`src/rtl/ram_arbiter_pkg.sv`:
```
// Shared definitions for the two-cache RAM port arbiter: one-hot state
// encodings and requester IDs.
package ram_arbiter_pkg;

  localparam logic [2:0] ARB_IDLE = 3'b001;
  localparam logic [2:0] ARB_BUSY = 3'b010;
  localparam logic [2:0] ARB_GAP  = 3'b100;

  localparam int REQ_I = 0;
  localparam int REQ_D = 1;

  typedef enum logic [2:0] {
    S_IDLE = ARB_IDLE,
    S_BUSY = ARB_BUSY,
    S_GAP  = ARB_GAP
  } arb_state_t;

endpackage

```
`src/rtl/ram_arbiter_rr_pick2.sv`:
```
// Two-way round-robin chooser: a lone requester wins, on a tie the
// requester that did not hold the port last wins.
module rr_pick2
  import ram_arbiter_pkg::*;
(
  input  logic [1:0] req,
  input  logic       last,
  output logic [1:0] grant
);

  always_comb begin
    grant = 2'b00;
    case (req)
      2'b01:   grant = 2'b01;
      2'b10:   grant = 2'b10;
      2'b11:   grant = (last == 1'(REQ_D)) ? 2'b01 : 2'b10;
      default: grant = 2'b00;
    endcase
  end

endmodule

```
`src/rtl/ram_arbiter.sv`:
```
// Shares one RAM port between the instruction cache (0) and data cache (1),
// one block burst per grant, with a gap timeout for abandoned bursts.
module ram_arbiter
  import ram_arbiter_pkg::*;
#(
  parameter int BLOCKSIZEBITS = 2,
  parameter int GAPTIMEOUT    = 4
) (
  input  logic        Clock,
  input  logic        Reset,
  input  logic        Cache0Schreiben,
  input  logic        Cache0Lesen,
  input  logic [31:0] Cache0Adresse,
  input  logic [31:0] Cache0SchreibDaten,
  output logic [31:0] Cache0LesDaten,
  output logic        Cache0DatenGeschrieben,
  output logic        Cache0DatenGelesen,
  input  logic        Cache1Schreiben,
  input  logic        Cache1Lesen,
  input  logic [31:0] Cache1Adresse,
  input  logic [31:0] Cache1SchreibDaten,
  output logic [31:0] Cache1LesDaten,
  output logic        Cache1DatenGeschrieben,
  output logic        Cache1DatenGelesen,
  output logic        RAMSchreiben,
  output logic        RAMLesen,
  output logic [31:0] RAMAdresse,
  output logic [31:0] RAMSchreibDaten,
  input  logic [31:0] RAMLesDaten,
  input  logic        RAMDatenGeschrieben,
  input  logic        RAMDatenGelesen,
  output logic [1:0]  Grant,
  output arb_state_t  arb_state
);

  localparam logic [3:0]               GAP_LIMIT = 4'(GAPTIMEOUT);
  localparam logic [BLOCKSIZEBITS-1:0] WORD_ONE  = BLOCKSIZEBITS'(1);

  // Handshake: a cache holds its request level (with stable address/data)
  // until the matching completion strobe; a strobe is a one-cycle accept.

  logic                     rst_q;
  arb_state_t               state, state_n;
  logic                     owner, owner_n;
  logic                     last, last_n;
  logic [BLOCKSIZEBITS-1:0] word_cnt, word_n;
  logic [3:0]               gap_cnt, gap_n, gap_inc;
  logic [1:0]               req, pick;
  logic                     own_wr, own_rd, own_req, busy;
  logic [31:0]              own_addr, own_wdata;
  logic                     done_wr, done_rd, done;

  // Assertion is immediate, release takes effect on the next rising edge.
  always_ff @(posedge Clock or negedge Reset) begin
    if (!Reset) rst_q <= 1'b0;
    else        rst_q <= 1'b1;
  end

  assign req = {Cache1Schreiben | Cache1Lesen, Cache0Schreiben | Cache0Lesen};

  rr_pick2 u_pick (
    .req   (req),
    .last  (last),
    .grant (pick)
  );

  assign own_wr    = owner ? Cache1Schreiben    : Cache0Schreiben;
  assign own_rd    = owner ? Cache1Lesen        : Cache0Lesen;
  assign own_addr  = owner ? Cache1Adresse      : Cache0Adresse;
  assign own_wdata = owner ? Cache1SchreibDaten : Cache0SchreibDaten;
  assign own_req   = own_wr | own_rd;
  assign busy      = (state == S_BUSY);

  assign RAMSchreiben    = busy & own_wr;
  assign RAMLesen        = busy & own_rd & ~own_wr;
  assign RAMAdresse      = busy ? own_addr  : 32'h0;
  assign RAMSchreibDaten = busy ? own_wdata : 32'h0;

  assign done_wr = RAMSchreiben & RAMDatenGeschrieben;
  assign done_rd = RAMLesen & RAMDatenGelesen;
  assign done    = done_wr | done_rd;

  assign Cache0DatenGeschrieben = done_wr & ~owner;
  assign Cache1DatenGeschrieben = done_wr &  owner;
  assign Cache0DatenGelesen     = done_rd & ~owner;
  assign Cache1DatenGelesen     = done_rd &  owner;
  assign Cache0LesDaten         = rst_q ? RAMLesDaten : 32'h0;
  assign Cache1LesDaten         = rst_q ? RAMLesDaten : 32'h0;

  assign Grant     = (state == S_IDLE) ? 2'b00 : (owner ? 2'b10 : 2'b01);
  assign arb_state = state;
  assign gap_inc   = gap_cnt + 4'd1;

  always_ff @(posedge Clock or negedge rst_q) begin
    if (!rst_q) begin
      state    <= S_IDLE;
      owner    <= 1'b0;
      last     <= 1'b1;
      word_cnt <= '0;
      gap_cnt  <= '0;
    end else begin
      state    <= state_n;
      owner    <= owner_n;
      last     <= last_n;
      word_cnt <= word_n;
      gap_cnt  <= gap_n;
    end
  end

  always_comb begin
    state_n = state;
    owner_n = owner;
    last_n  = last;
    word_n  = word_cnt;
    gap_n   = gap_cnt;
    case (state)
      S_IDLE: begin
        if (pick != 2'b00) begin
          state_n = S_BUSY;
          owner_n = pick[1];
          word_n  = '0;
          gap_n   = '0;
        end
      end
      S_BUSY: begin
        if (done) begin
          word_n = word_cnt + WORD_ONE;
          if (&word_cnt) begin
            state_n = S_IDLE;
            last_n  = owner;
          end
        end else if (!own_req) begin
          state_n = S_GAP;
        end
      end
      S_GAP: begin
        if (own_req) begin
          state_n = S_BUSY;
          gap_n   = '0;
        end else if (gap_inc == GAP_LIMIT) begin
          // Abandoned burst: the partial word count dies with the grant.
          state_n = S_IDLE;
          last_n  = owner;
          gap_n   = '0;
        end else begin
          gap_n = gap_inc;
        end
      end
      default: state_n = S_IDLE;
    endcase
  end

endmodule

```
`config.mk`:
```
export PLATFORM = sky130hd
export DESIGN_NAME = ram_arbiter
export DESIGN_NICKNAME = d
export VERILOG_FILES = /design/src/rtl/ram_arbiter_pkg.sv /design/src/rtl/ram_arbiter_rr_pick2.sv /design/src/rtl/ram_arbiter.sv
export SDC_FILE = /design/constraint.sdc
export NUM_CORES = 1
export LEC_CHECK = 0
export ABC_AREA = 1
export CELL_PAD_IN_SITES_DETAIL_PLACEMENT = 1
export CELL_PAD_IN_SITES_GLOBAL_PLACEMENT = 1
export CORE_UTILIZATION = 14
export DETAILED_ROUTE_END_ITERATION = 6
export GPL_TIMING_DRIVEN = 0
export PLACE_DENSITY_LB_ADDON = 0.1
export SLEW_MARGIN = 20
export SYNTH_ARGS = -nofsm -noshare
export SYNTH_HDL_FRONTEND = slang
export SYNTH_HIERARCHICAL = 1
export SYNTH_SLANG_ARGS = --single-unit
```
`constraint.sdc`:
```
create_clock -name Clock -period 2 [get_ports Clock]
set_clock_uncertainty 0.2 [all_clocks]
set_input_delay 0.3 -clock Clock [delete_from_list [all_inputs] [get_ports Clock]]
set_output_delay 0.3 -clock Clock [all_outputs]
set_load 0.02 [all_outputs]
```
==> qor.txt, run 1 <==
Die ar. = 16,650 µm²
Dpl ws = -701.8 ps
Internal reg-to-reg setup slack = 180 ps
Global-route wire length before repair = 21,670 µm
Number of inserted diodes = 0
Cell area after layout = 6251 µm²
Grt ovf = 0
Die W = 129.0 µm
Fin nets = 948
Inserted Clock Buffers = 3
Placer Congestion = 0.8502
Total I/O pin count = 307
Critical path type = reg2out
Pwr Density = 957.3 nW/µm²
Post-layout power = 5.984 mW
Unrepaired setup endpoints after global routing = yes
Leakage = 3.236 nW
Yosys Warn Count = 6
Worst EP required = 1500 ps
Number of global-route vias before repair = 4,066
M1 GR Usage = 17.52%
Starting density of the core = 14.28%
Syn Nets = 608
Layer with the highest usage = met2
Syn_area_per_cell = 5.171 µm²
Clk slew on worst S/H paths = 50 ps
HPWL Detailed = 12,270 µm
Cells after Synth = 437
# DRC = 0
Reg2reg end = arb_state[2]
CTS tree = yes
Max-cap violations = 0
Reg2Reg Depth = 8
Multi-input gate area = 1630 µm²
Max Slew Vio Count = 0
Vias/cell = 4.057
CP startpoint kind = register
Arr. time, crit path = 1560 ps
Max Clk Rate = 486.0 MHz
Port-buffer cells = 306
Critical path peak fanout = 9
Initial antenna violation count = 1
Library cells used by synthesis = 28
DRT iter0 DRCs = 77
Clock sinks = 12
Pin count of the biggest net entering global routing = 11
Post-route setup slack = -57.82 ps
Placed cell count = 959
Per-cell routed wire length = 15.38 µm
Worst min path class = reg2async
DRT Wirelength = 15,250 µm
Status = complete, but fails checks
Placed cell area = 5593 µm²
Met2 usage = 33.29%
FILL cells = 1,977
Critical path capture point type = output port
Final hold violations = 0
Vias post-DR = 4,025
Clock root cell = clkbuf_16
Failing checks = setup timing
H-Tree Depth = 1
Met3 Use GR = 3.922%
Final min period = 2058 ps
Core area = 15,830 µm²
Final std cells w/o fill = 992
Area growth syn-to-layout = 176.6%
Clock latency on the worst-skew pair = 250 ps
Fin util = 39.49%
Site row count = 46
Crit path launch = arb_state[0]
Reg-to-reg startpoint = arb_state[0]
Final Cycle Share = 102.9%
Post-Syn Area = 2260 µm²
Ratio of cells with drive above 1 in the final layout = 33.38%
ANT nets after route = 0
Sequential area share after synthesis = 13.40%
GR Util All Layers = 16.68%
Final setup viols = 19
Die height = 129.0 µm
Clock Tree Buf Depth = 2
#FFs+latches synth = 12
Worst VDD drop = 0.4020 mV
Initial DRT Pass Iterations = 6
Reg area = 306.5 µm²
==> how the worst max path moves through the flow <==
stage	end	slack [ps]	cells after the start
final	RAMAdresse[23]	-60	7
after detailed placement	Cache1LesDaten[21]	-700	5
after global routing	RAMAdresse[23]	-100	7
after floorplan	RAMAdresse[12]	50	5
after global placement	Cache1LesDaten[21]	-630	5
after CTS	RAMSchreibDaten[26]	-180	8
==> per-stage QoR <==
| step | hold slack, ps | setup TNS (ps) |
|---|---|---|
| detailed placement | 116.4 | -69810 |
| finish | 90.49 | -419.9 |
| global route | 112.8 | -1515 |
| CTS | 98.42 | -5571 |
| floorplan | -195.6 | 0 |
| global placement | 106.8 | -66140 |
==> worst max-delay path, stage by stage (launching register included) <==
cell	delay (ps)
dfstp_2	550
inv_2	50
nand3_4	120
buf_12	180
buf_8	140
buf_6	100
a21oi_2	30
buf_6	130
==> flip-flops by register name (all words and copies together), names as in the netlist <==
signal     count
rst_q          1
arb_state      3
gap_cnt        4
word_cnt       2
last           1
owner          1
==> kinds of logic (layout without fill, tap and decap cells) <==
logic type	count (synthesis)	after routing	share of synthesized area (%)
flip-flops	12	12	13.40
buffers and inverters	114	453	25.47
other	1	1	0.1660
AO/OA/AOI/OAI	78	78	17.61
AND/OR/NAND/NOR	229	229	41.69
adder cells (fa/ha/maj)	3	3	1.661
==> placed cells by master, fill, tap and decap left out, types with 7 or more instances in the layout <==
master           count
clkdlybuf4s50_1    166
buf_6               38
dlygate4sd2_1       32
buf_12               7
clkbuf_2            20
inv_1               52
a21oi_1             26
nor2_1               9
nand2_2              9
clkdlybuf4s15_1      7
nand2_1            187
nand3_1              7
buf_8                9
buf_4               81
dfrtp_1              9
a21oi_2             38
buf_2               16
==> per-layer routing <==
layer	vias up	routed length, µm
li1	1987	-
met1	1816	5520
met2	203	8184
met3	17	1301
met4	2	236
met5	-	10
==> power by group <==
| part | leakage [nW] | total, mW | internal, mW | switching [mW] |
|---|---|---|---|---|
| combinational | 3.04 | 5.18 | 2.36 | 2.82 |
| sequential | 0.153 | 0.388 | 0.326 | 0.0618 |
| clock | 0.0442 | 0.421 | 0.303 | 0.118 |
==> synthesized netlist by cell type, drive strengths merged <==
cell type	count	area, µm²
conb	1	3.750
nor2	12	62.56
a22o	1	8.760
nand4	2	12.51
dfrtp	10	250.2
nor3	2	10.01
ha	3	37.54
nand3	12	80.08
o22ai	2	12.51
o21ai	6	30.03
or2	1	6.260
dfstp	2	52.55
nand2	200	770.7
clkbuf	12	45.04
buf	45	311.5
a21oi	68	340.3
a31oi	1	6.260
inv	57	219.0
==> what timing repair did <==
action,in CTS,in global routing
resized for setup,496,164
cloned,4,4
endpoints found under the setup margin,136,94
setup buffers,15,13
hold buffers,1,0
pin swaps,1,7
endpoints found under the hold margin,1,0
==> layout make-up <==
type / instances / area share (%)
clock buffers: 4 / 1.421
repair inverters: 1 / 0.1401
well taps: 216 / 4.323
flip-flops and latches: 12 / 4.904
multi-input cells: 311 / 26.08
inverters: 57 / 3.623
repair buffers: 337 / 51.04
plain buffers: 54 / 8.467
(Power assumes the default switching activity.)
==> inputs of run 2 (changes only) <==
Settings changed: CTS_BUF_LIST set to sky130_fd_sc_hd__clkbuf_8.
==> run 2 against run 1 <==
  * The run still ends with setup timing left
  * Flip-flop and latch count unchanged
  * Worst setup slack improved by 1.0 ps
  * Combinational power increased by 6.2%
  * Design area increased by 2.9%
  * Register-to-register slack got worse by 90 ps
  * Clock power decreased by 34%
  * First-iteration DRC count decreased by 30%
  * Die area unchanged
  * Via count increased by 0.50%
  * Power increased by 2.9%
  * Non-clock buffer count increased by 2
  * Wire length increased by 0.33%
  * Critical path type unchanged
  * Critical endpoint unchanged
  * Largest power group unchanged
==> qor.txt, run 2 (synthesized netlist as in run 1, its figures left out) <==
Post-route setup slack = -56.82 ps (was -57.82 ps)
Reg2Reg Depth = 10 (was 8)
Worst min path class = reg2async (unchanged)
CP startpoint kind = register (unchanged)
Worst VDD drop = 0.3975 mV (was 0.4020 mV)
Global-route wire length before repair = 21,620 µm (was 21,670 µm)
Reg with most FFs = gap_cnt (unchanged)
Placed cell area = 5593 µm² (unchanged)
Initial antenna violation count = 0 (was 1)
Arr. time, crit path = 1560 ps (about the same)
Met1 WL = 5614 µm (was 5520 µm)
# DRC = 0 (unchanged)
Starting density of the core = 14.28% (unchanged)
Final min period = 2057 ps (was 2058 ps)
Cell mode on critical path = buf_6 (unchanged)
Site row count = 46 (unchanged)
Largest stage delay, worst path = 560 ps (was 550 ps)
GR Util All Layers = 16.63% (was 16.68%)
Vias/cell = 4.074 (was 4.057)
Per-cell routed wire length = 15.41 µm (was 15.38 µm)
Grt ovf = 0 (unchanged)
Die ar. = 16,650 µm² (unchanged)
DRT iter0 DRCs = 54 (was 77)
Max reg flops = 4 (unchanged)
H-Tree Depth = 1 (unchanged)
Clock Tree Buf Depth = 2 (unchanged)
Clock root cell = clkbuf_8 (was clkbuf_16)
Clock sinks = 12 (unchanged)
CTS tree = yes (unchanged)
Port-buffer cells = 306 (unchanged)
Critical path capture point type = output port (unchanged)
Critical path type = reg2out (unchanged)
Dpl ws = -701.8 ps (unchanged)
Pin count of the biggest net entering global routing = 11 (unchanged)
Number of global-route vias before repair = 4,026 (was 4,066)
Vias post-DR = 4,045 (was 4,025)
Worst path bufs/invs = 5 (unchanged)
Critical path peak fanout = 9 (unchanged)
Fin util = 40.63% (was 39.49%)
Status = complete, but fails checks (unchanged)
Core area = 15,830 µm² (unchanged)
Final std cells w/o fill = 993 (was 992)
Pwr Density = 957.8 nW/µm² (was 957.3 nW/µm²)
Cell area after layout = 6431 µm² (was 6251 µm²)
Inserted Clock Buffers = 3 (unchanged)
Critical path, cell by cell = inv_2 > nand3_4 > buf_12 > buf_8 > buf_6 > a21oi_4 > buf_6 (was inv_2 > nand3_4 > buf_12 > buf_8 > buf_6 > a21oi_2 > buf_6)
Slowest cell on crit path = dfstp_2 (unchanged)
Top Layer Used = met4 (was met5)
Die W = 129.0 µm (unchanged)
Met3 WL post-DR = 1282 µm (was 1301 µm)
Most common cell after layout, fill and taps aside = nand2_1 (unchanged)
Ratio of cells with drive above 1 in the final layout = 35.91% (was 33.38%)
Crit path depth = 7 (unchanged)
FILL cells = 1,954 (was 1,977)
Final Cycle Share = 102.8% (was 102.9%)
ANT nets after route = 0 (unchanged)
DRT Wirelength = 15,300 µm (was 15,250 µm)
Placed cell count = 959 (unchanged)
Crit path launch = arb_state[0] (unchanged)
Final setup viols = 8 (was 19)
Die height = 129.0 µm (unchanged)
Initial DRT Pass Iterations = 4 (was 6)
Unrepaired setup endpoints after global routing = yes (unchanged)
Clk slew on worst S/H paths = 60 ps (was 50 ps)
Max-cap violations = 0 (unchanged)
Max Slew Vio Count = 0 (unchanged)
Setup TNS = -228.9 ps (was -419.9 ps)
Most frequent cells in the layout = nand2_1 (192), clkdlybuf4s50_1 (170), buf_4 (80) (was nand2_1 (187), clkdlybuf4s50_1 (166), buf_4 (81))
Top cell family by delay on the critical path = buffers and inverters (unchanged)
HPWL Detailed = 12,270 µm (unchanged)
Clock latency on the worst-skew pair = 250 ps (about the same)
Worst EP required = 1500 ps (about the same)
Leakage = 3.223 nW (was 3.236 nW)
Reg-to-reg startpoint = arb_state[0] (unchanged)
Final hold violations = 0 (unchanged)
Number of inserted diodes = 0 (unchanged)
Max Clk Rate = 486.2 MHz (was 486.0 MHz)
Routed length on met2 = 8239 µm (was 8184 µm)
Placer Congestion = 0.8502 (unchanged)
Failing checks = setup timing (unchanged)
Total I/O pin count = 307 (unchanged)
Area growth syn-to-layout = 184.6% (was 176.6%)
Fin nets = 949 (was 948)
## run 2: cell types whose count changed in the layout (fill, tap and decap cells not counted), sizes merged
cell           change
buf                +4
clkdlybuf4s50      +4
clkdlybuf4s15      -6
dlymetal6s2s       -4
clkbuf             +4
inv                -1
## run 2: timing repair
item / 4_1_cts / 5_1_grt
pin swaps: 1 / 7
buffers inserted: 15 / 11
cloned: 4 / 3
endpoints found under the hold margin: 1 / 0
resized for setup: 505 / 198
setup endpoints to repair: 136 / 93
hold buffers: 1 / 0
## run 2: cell type report
class / instances / area (µm²) / share of cell area [%]
timing repair buffer: 337 / 3267 / 50.80
multi-input combinational: 311 / 1735 / 26.98
buffer: 56 / 570.5 / 8.872
sequential: 12 / 306.5 / 4.767
tap: 216 / 270.3 / 4.202
inverter: 57 / 226.5 / 3.521
clock buffer: 4 / 55.05 / 0.8560
## run 2: where the power goes
part | total, mW | switching, mW | leakage, nW | internal (mW)
Sequential | 0.384 | 0.0584 | 0.153 | 0.325
Combinational | 5.50 | 2.94 | 3.04 | 2.56
Clock | 0.277 | 0.103 | 0.0288 | 0.174
Total | 6.16 | 3.10 | 3.22 | 3.06
## run 2: final timing paths
check / end / slack, ps
hold / removal: gap_cnt[2] / 90
max in group asynchronous: rst_q / 970
hold reg to reg: gap_cnt[2] / 90
min in group Clock: last / 300
setup reg to reg: arb_state[0] / 90
setup / recovery: RAMAdresse[23] / -60
## run 2: worst reg2reg max path: cells and delay by family, from the launching register on
family	cells	cell delay, ps
buffers and inverters	6	570
flip-flops	1	560
AND/OR/NAND/NOR	3	370
AO/OA/AOI/OAI	1	150
## run 2: per-layer routing
| layer | global-route usage [%] | vias to the layer above |
|---|---|---|
| li1 | - | 1987 |
| met1 | 17.72 | 1854 |
| met2 | 33.00 | 194 |
| met3 | 3.840 | 10 |
| met4 | 3.322 | 0 |
| met5 | 0 | - |
## run 2: metrics by stage
stage          hold WS, ps  power (mW)
2_1_floorplan       -195.6       2.513
3_3_place_gp         106.8       4.300
3_5_place_dp         116.4       4.373
4_1_cts              99.61       5.339
5_1_grt              113.9       6.586
6_report             94.30       6.160
==> inputs of run 3 (changes only) <==
Settings changed: CELL_PAD_IN_SITES_DETAIL_PLACEMENT 1 to not set, CELL_PAD_IN_SITES_GLOBAL_PLACEMENT 1 to not set, CORE_AREA set to 2 2 118 120, CORE_UTILIZATION 14 to not set, DIE_AREA set to 0 0 120 122, PLACE_DENSITY_LB_ADDON 0.1 to not set, RECOVER_POWER set to 25.
Clock period 2 ns to 2.3 ns, I/O delays scaled along.
==> run 3 against run 2 <==
  * The run now ends clean
  * Via count shrank 8.5%
  * Final cell count decreased by 6.1%
  * Non-clock buffer count decreased by 25
  * Global-route usage fell by 1.5 points
  * Hold slack worse by 13 ps
  * Power fell by 39%
  * Sequential share of layout area grew 0.86 points
  * Die area is 12% lower
  * Count of clock-buffer cells in the layout shrank 1
  * Design area fell by 15%
  * Utilization fell by 0.26 points
  * Largest power group unchanged
==> qor.txt, run 3 (synthesized netlist as in run 1, its figures left out) <==
Critical path peak fanout = 10 (was 9)
CTS tree = yes (unchanged)
Leakage = 2.917 nW (was 3.223 nW)
Max Slew Vio Count = 0 (unchanged)
P_int = 1.688 mW (was 3.058 mW)
Final std cells w/o fill = 932 (was 993)
Starting density of the core = 16.73% (was 14.28%)
Worst EP required = 1750 ps (was 1500 ps)
Die W = 120 µm (was 129.0 µm)
Critical path, cell by cell = clkbuf_4 > nand2_1 > inv_1 > clkdlybuf4s50_1 (was inv_2 > nand3_4 > buf_12 > buf_8 > buf_6 > a21oi_4 > buf_6)
Net switching power = 2.081 mW (was 3.102 mW)
Initial DRT Pass Iterations = 4 (unchanged)
Port-buffer cells = 306 (unchanged)
Final setup viols = 0 (was 8)
ANT nets after route = 0 (unchanged)
DRT Wirelength = 12,100 µm (was 15,300 µm)
Critical path type = reg2out (unchanged)
Met1 WL = 4800 µm (was 5614 µm)
Top cell family by delay on the critical path = buffers and inverters (unchanged)
Per-cell routed wire length = 12.99 µm (was 15.41 µm)
Placed cell area = 5548 µm² (was 5593 µm²)
GR Util All Layers = 15.14% (was 16.63%)
Met3 WL post-DR = 1068 µm (was 1282 µm)
Routed length on met2 = 6032 µm (was 8239 µm)
Unrepaired setup endpoints after global routing = no (was yes)
Pwr Density = 691.4 nW/µm² (was 957.8 nW/µm²)
Max reg flops = 4 (unchanged)
CP startpoint kind = register (unchanged)
Worst min path class = reg2async (unchanged)
Arr. time, crit path = 1670 ps (was 1560 ps)
Critical path capture point type = output port (unchanged)
Number of inserted diodes = 0 (unchanged)
FILL cells = 1,500 (was 1,954)
Worst path bufs/invs = 3 (was 5)
Final hold violations = 0 (unchanged)
Clock share of power = 5.3% (was 4.5%)
Number of global-route vias before repair = 3,511 (was 4,026)
Internal reg-to-reg setup slack = 520 ps (was 90 ps)
Placer Congestion = 0.7635 (was 0.8502)
DRT iter0 DRCs = 105 (was 54)
Final min period = 2213 ps
Ratio of cells with drive above 1 in the final layout = 18.09% (was 35.91%)
Clock Tree Buf Depth = 2 (unchanged)
Clock root cell = clkbuf_8 (unchanged)
Worst VDD drop = 0.2681 mV (was 0.3975 mV)
Die height = 122 µm (was 129.0 µm)
Switch share = 55.22% (was 50.36%)
Max Clk Rate = 452.0 MHz
Final Cycle Share = 96.20%
Site row count = 43 (was 46)
Inserted Clock Buffers = 3 (unchanged)
Reg with most FFs = gap_cnt (unchanged)
Top Layer Used = met4 (unchanged)
Largest stage delay, worst path = 610 ps (was 560 ps)
Vias/cell = 3.973 (was 4.074)
Reg2Reg Depth = 9 (was 10)
HPWL Detailed = 10,290 µm (was 12,270 µm)
Area growth syn-to-layout = 141.3% (was 184.6%)
Total I/O pin count = 307 (unchanged)
# DRC = 0 (unchanged)
Die ar. = 14,640 µm² (was 16,650 µm²)
Most frequent cells in the layout = nand2_1 (194), clkdlybuf4s50_1 (194), a21oi_1 (68) (was nand2_1 (192), clkdlybuf4s50_1 (170), buf_4 (80))
Core area = 13,500 µm² (was 15,830 µm²)
Max-cap violations = 0 (unchanged)
Placed cell count = 923 (was 959)
Share of total power in sequential cells = 8.7% (was 6.2%)
Reg2reg end = word_cnt[1] (was arb_state[0])
Logic pwr share = 86.1% (was 89.3%)
Clock sinks = 12 (unchanged)
Global-route wire length before repair = 17,760 µm (was 21,620 µm)
Slowest cell on crit path = clkdlybuf4s50_1 (was dfstp_2)
Initial antenna violation count = 0 (unchanged)
Reg-to-reg startpoint = arb_state[2] (was arb_state[0])
H-Tree Depth = 1 (unchanged)
Fin nets = 924 (was 949)
Clock latency on the worst-skew pair = 240 ps (was 250 ps)
Clk slew on worst S/H paths = 50 ps (was 60 ps)
Grt ovf = 0 (unchanged)
Pin count of the biggest net entering global routing = 11 (unchanged)
Vias post-DR = 3,703 (was 4,045)
Cell area after layout = 5451 µm² (was 6431 µm²)
Status = complete, no violations (was complete, but fails checks)
-- run 3: changes by cell type in the layout (fill, tap and decap cells not counted), moves of 11 or more --
| cell | before | now |
|---|---|---|
| clkdlybuf4s50_1 | 170 | 194 |
| buf_6 | 59 | 5 |
| a21oi_2 | 49 | 0 |
| a21oi_1 | 8 | 68 |
| clkbuf_2 | 21 | 36 |
| a21oi_4 | 11 | 0 |
| buf_4 | 80 | 43 |
-- run 3: timing repair --
item | in CTS | in global routing
hold endpoints to repair | 1 | 0
setup buffers | 2 | 2
endpoints found under the setup margin | 136 | 72
gates resized for setup | 195 | 79
hold buffers | 1 | 0
-- run 3: per-layer routing --
metal  track usage (%)  vias to the layer above
met1             18.37                     1573
li1                  -                     1937
met5                 0                        -
met4             3.676                        0
met2             26.53                      177
met3             4.120                       16
-- run 3: stage by stage --
stage | power [mW] | util [%] | setup WS (ps) | hold slack [ps] | setup TNS (ps)
final | 3.769 | 40.37 | 87.47 | 81.60 | 0
after global routing | 4.130 | 40.37 | 1.454 | 93.06 | 0
after CTS | 3.837 | 41.60 | 1.022 | 32.26 | 0
after detailed placement | 3.706 | 41.08 | -399.7 | 77.54 | -28570
after global placement | 3.725 | 41.08 | -372.6 | 83.95 | -29760
after floorplan | 2.185 | - | 309.0 | -150.6 | 0
-- run 3: area by class of cell --
type / instances / area [µm²] / area share [%]
Timing Repair Buffer: 311 / 2830 / 51.92
Tap cell: 180 / 225.2 / 4.131
Inverter: 57 / 219.0 / 4.017
Clock inverter: 1 / 3.754 / 0.06885
Buffer: 57 / 429.2 / 7.872
Sequential cell: 12 / 306.5 / 5.623
Clock buffer: 3 / 41.29 / 0.7574
Multi-Input combinational cell: 311 / 1396 / 25.61
-- run 3: worst max path at each step --
stage / slack [ps] / depth (start not counted) / startpoint / to
final: 90 / 4 / rst_q / Cache0LesDaten[25]
after global routing: 1 / 4 / rst_q / Cache0LesDaten[9]
after CTS: 1 / 6 / arb_state[2] / RAMSchreibDaten[23]
after detailed placement: -400 / 8 / Cache0Lesen / Cache0DatenGelesen
after global placement: -370 / 8 / Cache1Lesen / Cache0DatenGelesen
after floorplan: 310 / 5 / arb_state[2] / RAMAdresse[12]
-- run 3: power by group through the flow --
| stage | clock network (mW) | registers [mW] | logic (mW) |
|---|---|---|---|
| floorplan | 0 | 0.349 | 1.84 |
| global placement | 0 | 0.327 | 3.40 |
| detailed placement | 0 | 0.329 | 3.38 |
| CTS | 0.208 | 0.325 | 3.30 |
| global route | 0.219 | 0.337 | 3.57 |
| finish | 0.199 | 0.326 | 3.24 |
-- run 3: worst reg2reg max path, cell delays in order (launching register included) --
cell and delay, ps:
dfrtp_1 380, inv_1 120, nand3_4 140, buf_12 160, nor2_2 140, nand3_4 140, nand3_2 100, nand3_1 140
nand2_1 90, o21ai_1 60
